`config.mk`:
```
export PLATFORM = sky130hd
export DESIGN_NAME = systolic_skew_feeder
export DESIGN_NICKNAME = d
export VERILOG_FILES = /design/src/rtl/systolic_pkg.sv /design/src/rtl/skew_delay_line.sv /design/src/rtl/systolic_skew_feeder.sv
export SDC_FILE = /design/constraint.sdc
export NUM_CORES = 1
export LEC_CHECK = 0
export ABC_AREA = 1
export CAP_MARGIN = 30
export CELL_PAD_IN_SITES_DETAIL_PLACEMENT = 1
export CELL_PAD_IN_SITES_GLOBAL_PLACEMENT = 1
export CORE_ASPECT_RATIO = 0.5
export CORE_UTILIZATION = 36
export DETAILED_ROUTE_END_ITERATION = 8
export GPL_TIMING_DRIVEN = 0
export HOLD_SLACK_MARGIN = 0.06
export PLACE_DENSITY = 0.95
export SLEW_MARGIN = 0
export SYNTH_ARGS = -nofsm -noshare
export SYNTH_HDL_FRONTEND = slang
export SYNTH_SLANG_ARGS = --single-unit
export TNS_END_PERCENT = 20
```
`constraint.sdc`:
```
create_clock -name clk_i -period 2.25 [get_ports clk_i]
set_input_delay 0.3375 -clock clk_i [delete_from_list [all_inputs] [get_ports clk_i]]
set_output_delay 0.3375 -clock clk_i [all_outputs]
set_load 0.03 [all_outputs]
```
`src/rtl/systolic_pkg.sv`:
```
// Shared types and helpers for the systolic array feed path.
// Latency: n/a (declarations only).
// Backpressure: n/a.
package systolic_pkg;

  // Feeder control states
  typedef enum logic [1:0] {
    ST_IDLE   = 2'd0,
    ST_STREAM = 2'd1,
    ST_DRAIN  = 2'd2
  } feeder_state_e;

  // Default element width; modules carry their own width_p and build
  // a local logic [width_p-1:0] element type from it.
  localparam int elem_width_lp = 8;
  typedef logic [elem_width_lp-1:0] elem_t;

  // Larger of two integers, usable in constant expressions
  function automatic int max_int(input int a, input int b);
    return (a > b) ? a : b;
  endfunction

endpackage

```
`src/rtl/skew_delay_line.sv`:
```
// Shift register of depth_p data+valid stages for one systolic edge lane.
// Latency: depth_p enabled shifts from data_i to data_o (last stage is the output).
// Backpressure: none; holds all stages while shift_i is low, clear_i empties it.
module skew_delay_line
  import systolic_pkg::*;
#(
  parameter int width_p = elem_width_lp,
  parameter int depth_p = 1
) (
  input  logic               clk_i,
  input  logic               reset_ni,
  input  logic               shift_i,
  input  logic               clear_i,
  input  logic               valid_i,
  input  logic [width_p-1:0] data_i,
  output logic               valid_o,
  output logic [width_p-1:0] data_o
);

  logic [depth_p-1:0][width_p-1:0] data_q;
  logic [depth_p-1:0]              valid_q;

  // Stage registers: clear on reset or abort, otherwise shift one stage per advance
  always_ff @(posedge clk_i or negedge reset_ni) begin
    if (!reset_ni) begin
      data_q  <= '0;
      valid_q <= '0;
    end else if (clear_i) begin
      data_q  <= '0;
      valid_q <= '0;
    end else if (shift_i) begin
      for (int i = depth_p - 1; i > 0; i--) begin
        data_q[i]  <= data_q[i-1];
        valid_q[i] <= valid_q[i-1];
      end
      data_q[0]  <= data_i;
      valid_q[0] <= valid_i;
    end
  end

  assign data_o  = data_q[depth_p-1];
  assign valid_o = valid_q[depth_p-1];

endmodule

```
`src/rtl/systolic_skew_feeder.sv`:
```
// Re-times accepted k-slices into a diagonal wavefront: A row r / B column c delayed r / c advances.
// Latency: lane 0 registered one edge after accept; lane n presents n advances later; done_o with the last lane.
// Backpressure: ready_o low while draining, while en_i is low, or during flush; no dependency on valid_i.
module systolic_skew_feeder
  import systolic_pkg::*;
#(
  parameter int width_p        = 8,
  parameter int array_height_p = 2,
  parameter int array_width_p  = 2
) (
  input  logic                              clk_i,
  input  logic                              reset_ni,
  input  logic                              en_i,
  input  logic                              flush_i,
  input  logic                              valid_i,
  output logic                              ready_o,
  input  logic                              last_i,
  input  logic [array_height_p*width_p-1:0] a_i,
  input  logic [array_width_p*width_p-1:0]  b_i,
  output logic [array_height_p*width_p-1:0] a_o,
  output logic [array_height_p-1:0]         a_valid_o,
  output logic [array_width_p*width_p-1:0]  b_o,
  output logic [array_width_p-1:0]          b_valid_o,
  output logic                              busy_o,
  output logic                              done_o
);

  typedef logic [width_p-1:0] lane_elem_t;

  // Extra advances needed after the last accept for the deepest lane to present it
  localparam int d_lp     = max_int(array_height_p, array_width_p) - 1;
  localparam int cnt_w_lp = (d_lp < 1) ? 1 : $clog2(d_lp + 1);
  localparam bit no_drain_lp = (d_lp == 0);

  feeder_state_e         state_q, state_d;
  logic [cnt_w_lp-1:0]   cnt_q, cnt_d;
  logic                  done_q, done_d;
  logic                  advance;
  logic                  accept;

  assign advance = en_i && !flush_i;
  assign ready_o = reset_ni && en_i && (state_q != ST_DRAIN) && !flush_i;
  assign accept  = valid_i && ready_o;
  assign busy_o  = (state_q != ST_IDLE);
  assign done_o  = done_q;

  // Control registers: state, drain counter and the done pulse
  always_ff @(posedge clk_i or negedge reset_ni) begin
    if (!reset_ni) begin
      state_q <= ST_IDLE;
      cnt_q   <= '0;
      done_q  <= 1'b0;
    end else begin
      state_q <= state_d;
      cnt_q   <= cnt_d;
      done_q  <= done_d;
    end
  end

  // Next-state logic; done_d defaults low so done_o is a single-cycle pulse even across a stall
  always_comb begin
    state_d = state_q;
    cnt_d   = cnt_q;
    done_d  = 1'b0;
    if (flush_i) begin
      state_d = ST_IDLE;
      cnt_d   = '0;
    end else if (en_i) begin
      unique case (state_q)
        ST_IDLE, ST_STREAM: begin
          if (accept) begin
            if (!last_i) begin
              state_d = ST_STREAM;
            end else if (no_drain_lp) begin
              state_d = ST_IDLE;
              done_d  = 1'b1;
            end else begin
              state_d = ST_DRAIN;
              cnt_d   = cnt_w_lp'(d_lp);
            end
          end
        end
        ST_DRAIN: begin
          if (cnt_q <= cnt_w_lp'(1)) begin
            state_d = ST_IDLE;
            cnt_d   = '0;
            done_d  = 1'b1;
          end else begin
            cnt_d = cnt_q - cnt_w_lp'(1);
          end
        end
        default: begin
          state_d = ST_IDLE;
          cnt_d   = '0;
        end
      endcase
    end
  end

  // A lanes: row r gets r+1 stages; bubbles carry zero data
  for (genvar r = 0; r < array_height_p; r++) begin : g_a_lane
    lane_elem_t lane_in;
    lane_elem_t lane_out;
    assign lane_in = accept ? a_i[r*width_p +: width_p] : '0;
    skew_delay_line #(.width_p(width_p), .depth_p(r + 1)) u_line (
      .clk_i    (clk_i),
      .reset_ni (reset_ni),
      .shift_i  (advance),
      .clear_i  (flush_i),
      .valid_i  (accept),
      .data_i   (lane_in),
      .valid_o  (a_valid_o[r]),
      .data_o   (lane_out)
    );
    assign a_o[r*width_p +: width_p] = lane_out;
  end

  // B lanes: column c gets c+1 stages
  for (genvar c = 0; c < array_width_p; c++) begin : g_b_lane
    lane_elem_t lane_in;
    lane_elem_t lane_out;
    assign lane_in = accept ? b_i[c*width_p +: width_p] : '0;
    skew_delay_line #(.width_p(width_p), .depth_p(c + 1)) u_line (
      .clk_i    (clk_i),
      .reset_ni (reset_ni),
      .shift_i  (advance),
      .clear_i  (flush_i),
      .valid_i  (accept),
      .data_i   (lane_in),
      .valid_o  (b_valid_o[c]),
      .data_o   (lane_out)
    );
    assign b_o[c*width_p +: width_p] = lane_out;
  end

endmodule

```
==> metrics.csv, run 1 <==
metric,value,unit
CTS H-tree depth,2,
Num CTS Buffers,5,
first-pass GRT wire length,11700,um
Final Cycle Share,94.8,%
drt total wl,7580,um
Worst-Skew Late Latency,300,ps
GRT Overall Usage,23.2,%
cell area after synthesis,2380,sq um
Syn Nets,293,
Antenna Violating Nets Remaining,0,
Worst VDD drop,0.326,mV
Worst setup EP type,output pin,
clock buffer depth,2,
RSZ-0062 raised after global routing,false,
CP Launch Point,reset_ni,
commonest register cell after synthesis,dfrtp_1,
# nets final,379,
Synth area leader,dfrtp_1,
leakage,1.73,nW
port bufs,74,
worst-margin pin slew,874,ps
row cnt,20,
CTS tree,done,
setup violators final,0,
Critical Path AT,1800,ps
Placer Congestion,0.712,
FF-to-FF Start,state_q[1]$_DFFE_PN0P_,
post-synthesis cell type count,18,
met2 wire length,3880,um
Initial DRC Count,63,
"FFs w/ async S/R, synth",100,%
Worst EP required,1910,ps
clk slew on worst S/H paths,80,ps
worst hold path type,in2reg,
Max Transition Viols Final,0,
Synth Area per Inst,9.32,sq um
Reg area,1330,sq um
smallest hold slack,374,ps
pwr dens,621,nW/um^2
WS Path Type,in2out,
Root Buffer,clkbuf_16,
final instance area,3450,sq um
Post-Syn Instances,255,
status,finished clean,
Seq cells post-synth,53,
hold violation total from the final report,0,
Final Core Density,55.6,%
filler cell count,723,
Die Ht,59.4,um
slew margin rel.,41.5,%
Yosys top cell area share,55.8,%
initial antenna violation count,0,
Max Clk Rate,0.469,GHz
final cell count without fillers,430,
DRC Markers,0,
M1 WL,3230,um
synth top area cells,"dfrtp_1 56%, nand2_1 15%, nand3_1 7.4%, buf_4 7.3%, nand3_2 4.6%",
Critical Path Start Type,input port,
"Seq/Total Area, Yosys",55.8,%
share of cells above drive strength 1,17.3,%
via count,2054,
CP max FO,10,
Post-Place Cell Area,3240,sq um
n_diodes,0,
DR WL met3,247,um
"EDFF count, synth",0,
commonest cells in the synthesized netlist,"98 x nand2_1, 53 x dfrtp_1, 35 x nand3_1, 23 x buf_4, 11 x nand3_2",
IO Count,77,
most numerous cell in the Yosys netlist,nand2_1,
Final min period,2130,ps
Ys Warns,0,
overflow left after global routing,0,
DPL Wire Length,5220,um
final clock skew,10.8,ps
setup TNS,0,ps
DR pass1 iterations,4,
Die W,117,um
Reg2Reg Depth,7,
HP Start,en_i,
Max Cap Viol,0,
Total Die Area,6950,sq um
area of the multi-input gates,759,sq um
vias per cell,4.78,
Starting Density,38.3,%
vias in the first global route,2232,
core box area,6210,sq um
top routing layer used,met4,
placed insts,418,
area grow syn2layout,45.2,%
CTS Sinks,53,
Worst Hold Depth,3,
DR WL/cell,17.6,um
largest net degree at the start of global routing,35,
-- stage by stage --
step	total power (W)	worst slack (ps)
after floorplan	0.00111	992
after global placement	0.00124	-2190
after detailed placement	0.00125	-288
after CTS	0.00215	55.8
after global routing	0.00220	62.4
final	0.00214	116
-- cells in the final DEF, fill, tap and decap left out, types with 5 or more instances in the layout --
| cell | count |
|---|---|
| dfrtp_1 | 53 |
| inv_1 | 6 |
| nand3_2 | 11 |
| clkdlybuf4s50_1 | 72 |
| clkbuf_16 | 5 |
| nand2_1 | 98 |
| nand3_1 | 35 |
| o21ai_0 | 6 |
| clkbuf_1 | 5 |
| buf_2 | 5 |
| buf_4 | 25 |
-- where the power goes --
group	total (W)	leakage, nW	switching, W	internal (W)
Combinational	0.000260	0.917	0.000142	0.000118
Sequential	0.000982	0.734	0.0000121	0.000970
Clock	0.000901	0.0800	0.000373	0.000528
-- sequential cells by signal, summed over array words and instances, names as in the netlist --
signal	cells
done_o	1
g_a_lane.u_line.data_o	16
g_a_lane.u_line.data_q	8
g_b_lane.u_line.data_o	16
g_b_lane.u_line.data_q	8
g_b_lane.u_line.valid_q	2
state_q	2
-- worst max-delay path, stage by stage --
cell and delay (ps):
dlygate4sd3_1 530, buf_2 160, nand2_1 150, nor2_8 160, buf_12 150, clkdlybuf4s15_2 300
-- routing by layer --
metal  track usage (%)  vias up
li1                  -      959
met1              28.3     1024
met2              41.3       48
met3              4.91       23
met4              8.32        0
met5                 0        -
-- timing repair --
action | CTS | global route
hold endpoints to repair | 19 | 0
gates resized for setup | 3 | 0
setup endpoints to repair | 1 | 1
buffers inserted | 0 | 2
pin swaps | 0 | 1
hold buffers | 2 | 0
-- layout make-up --
class                   count  area share [%]
clock inverters             3            1.34
multi-input cells         160            22.0
well taps                  88            3.19
repair buffers             79            23.0
inverters                   7           0.834
flip-flops and latches     53            38.4
plain buffers              35            7.58
clock buffers               5            3.63
-- final timing paths --
| path | endpoint | slack [ps] |
|---|---|---|
| worst max register to register | g_a_lane[0].u_line.data_o[6]$_DFFE_PN0P_ | 800 |
| max in group asynchronous | g_a_lane[1].u_line.data_q[4]$_DFFE_PN0P_ | 380 |
| worst max-delay path | ready_o | 120 |
| worst min register to register | g_b_lane[1].u_line.data_o[1]$_DFFE_PN0P_ | 480 |
| min in group asynchronous | g_a_lane[1].u_line.data_o[4]$_DFFE_PN0P_ | 590 |
| worst min-delay path | g_a_lane[1].u_line.data_o[4]$_DFFE_PN0P_ | 370 |
-- kinds of logic (layout without fill, tap and decap cells) --
| group | count (synthesis) | in the layout | synth area share [%] |
|---|---|---|---|
| compound gates | 6 | 6 | 1.26 |
| simple gates | 154 | 154 | 30.7 |
| flops | 53 | 53 | 55.8 |
| buf+inv | 42 | 129 | 12.2 |
No activity file was read; power rests on OpenSTA's default activity.
==> inputs of run 2 (changes only) <==
- ABC_AREA: 1 -> unset
- CORE_UTILIZATION: 36 -> 37
==> run 2 against run 1 <==
Against the previous run:
- sequential share of layout area grew 3.2 points
- cell area fell by 7.6%
- combinational power down 11%
- total power is 7.7% lower
==> metrics.csv, run 2 <==
metric,value,unit,change
Yosys top cell area share,61.1,%,+5.3 points
"commonest cells after routing, fill and taps aside","72 x clkdlybuf4s50_1, 53 x dfrtp_1, 32 x a22o_1",,
slew margin rel.,57.7,%,+16 points
via count,1584,,-23%
Total Die Area,6200,sq um,-11%
commonest register cell after synthesis,dfrtp_1,,
Worst setup EP type,output pin,,
worst-margin pin slew,629,ps,-245 ps
final clock skew,3.08,ps,-7.76 ps
Placer Congestion,0.745,,+4.7%
WS Path Type,reg2out,,
Post-Place Cell Area,3020,sq um,-6.9%
most numerous cell in the Yosys netlist,dfrtp_1,,
CTS H-tree depth,2,,unchanged
worst hold path type,in2async,,
Max Cap Viol,0,,unchanged
largest net degree at the start of global routing,41,,+17%
leakage,1.51,nW,-13%
final setup margin,265,ps,+149 ps
Max Transition Viols Final,0,,unchanged
Num CTS Buffers,5,,unchanged
share of cells above drive strength 1,14.8,%,-2.5 points
"FFs w/ async S/R, synth",100,%,unchanged
Ys Warns,0,,unchanged
overflow left after global routing,0,,unchanged
Die Ht,56.2,um,-5.5%
n_diodes,0,,unchanged
vias per cell,4.90,,+2.7%
core box area,5560,sq um,-10%
"Seq/Total Area, Yosys",61.1,%,+5.3 points
Worst VDD drop,0.351,mV,+7.8%
# nets final,287,,-24%
Critical Path AT,1650,ps,-150 ps
pwr dens,621,nW/um^2,about the same
first-pass GRT wire length,9780,um,-17%
row cnt,19,,-5.0%
area grow syn2layout,46.8,%,
Final Cycle Share,88.2,%,-6.6 points
commonest cells in the synthesized netlist,"53 x dfrtp_1, 32 x a22o_1, 20 x buf_4, 19 x nor2_1, 17 x mux2i_1",,
RSZ-0062 raised after global routing,false,,
synth top area cells,"dfrtp_1 61%, a22o_1 13%, mux2i_1 7.8%, buf_4 6.9%, nor2_1 3.3%",,
post-synthesis cell type count,20,,+2
CP max FO,6,,-4
Worst R2R Setup Slack,600,ps,-200 ps
status,finished clean,,
Initial DRC Count,81,,+29%
Root Buffer,clkbuf_16,,
Seq cells post-synth,53,,unchanged
smallest hold slack,123,ps,-251 ps
hold violation total from the final report,0,,unchanged
Antenna Violating Nets Remaining,0,,unchanged
"most common cell after layout, fill and taps aside",clkdlybuf4s50_1,,
Final min period,1990,ps,-149 ps
IO Count,77,,unchanged
Synth area leader,dfrtp_1,,
Starting Density,39.0,%,+0.74 points
Post-CTS Setup Repair Bufs,0,,unchanged
clk slew on worst S/H paths,70,ps,about the same
DPL Wire Length,4140,um,-21%
Synth Area per Inst,13.2,sq um,+41%
clock buffer depth,2,,unchanged
cell area after synthesis,2170,sq um,-8.6%
Max Clk Rate,0.504,GHz,+7.5%
DR pass1 iterations,4,,unchanged
drt total wl,6040,um,-20%
initial antenna violation count,0,,unchanged
CTS tree,done,,
DR WL/cell,18.7,um,+6.1%
Die W,110,um,-5.6%
vias in the first global route,1756,,-21%
DRC Markers,0,,unchanged
Syn Nets,203,,-31%
Place WS,-124,ps,+164 ps
Critical Path Start Type,flop,,
Worst EP required,1910,ps,about the same
port bufs,74,,unchanged
setup violators final,0,,unchanged
GRT Overall Usage,22.0,%,-1.2 points
Worst-Skew Late Latency,290,ps,about the same
Post-Syn Instances,165,,-35%
CTS Sinks,53,,unchanged
final instance area,3190,sq um,-7.6%
"EDFF count, synth",0,,unchanged
total power,0.00198,W,-7.7%
[run 2: power breakdown]
group / internal (W) / leakage (nW) / switching (W)
Combinational: 0.000118 / 0.712 / 0.000114
Sequential: 0.000971 / 0.734 / 0.0000128
Clock: 0.000414 / 0.0641 / 0.000348
Total: 0.00150 / 1.51 / 0.000475
[run 2: cell type report]
cell class                      instances  area (sq um)
Buffer                                 31           223
Clock buffer                            7           133
Clock inverter                          1          7.51
Fill cell                             589          2380
Inverter                                1          6.26
Multi-Input combinational cell         80           616
Sequential cell                        53          1330
Tap cell                               73          91.3
Timing Repair Buffer                   77           785
[run 2: cell families after synthesis]
| family | share of synthesized area (%) |
|---|---|
| flip-flops | 61.1 |
| buffers and inverters | 10.5 |
| AND/OR/NAND/NOR | 6.11 |
| multiplexers | 7.84 |
| AO/OA/AOI/OAI | 14.4 |
[run 2: path summary, 6_finish.rpt]
check,from,to,cells after the start
worst max register to register,state_q[1]$_DFFE_PN0P_,g_a_lane[1].u_line.data_q[0]$_DFFE_PN0P_,4
worst min register to register,g_a_lane[0].u_line.data_o[5]$_DFFE_PN0P_,g_a_lane[0].u_line.data_o[5]$_DFFE_PN0P_,1
worst max-delay path,state_q[1]$_DFFE_PN0P_,ready_o,3
min in group clk_i,en_i,done_o$_DFF_PN0_,3
max in group asynchronous,reset_ni,g_a_lane[1].u_line.data_o[4]$_DFFE_PN0P_,2
worst min-delay path,reset_ni,g_a_lane[1].u_line.data_q[3]$_DFFE_PN0P_,3
[run 2: metal layers]
layer / part of all wire (%) / track usage (%) / vias up / routed length (um)
met3: 2.4 / 4.57 / 12 / 143
met4: 2.1 / 8.27 / 0 / 124
met1: 43 / 27.6 / 810 / 2600
li1: - / - / 730 / -
met5: 0 / 0 / - / 0
met2: 52 / 37.2 / 32 / 3170
[run 2: timing repair]
item / CTS / global route
setup endpoints to repair: 1 / 0
resized for setup: 1 / 0
hold buffers: 2 / 0
hold endpoints to repair: 13 / 0
[run 2: critical path: stages, from the launching register on]
cell           delay [ps]
dfrtp_1               430
nor2b_1               200
nor4b_1               280
dlygate4sd2_1         440
[run 2: per-stage QoR]
stage / std cells / TNS (ps) / utilization [%]
detailed placement: 313 / -124 / 54.3
global route: 323 / 0 / 57.3
floorplan: 165 / 0 / -
global placement: 312 / -89480 / 54.0
finish: 323 / 0 / 57.3
CTS: 323 / 0 / 57.3
==> inputs of run 3 (changes only) <==
- SLEW_MARGIN: 0 -> unset
==> results of run 3 <==
Same layout as run 2: the final DEF is identical, and so are final timing and power.
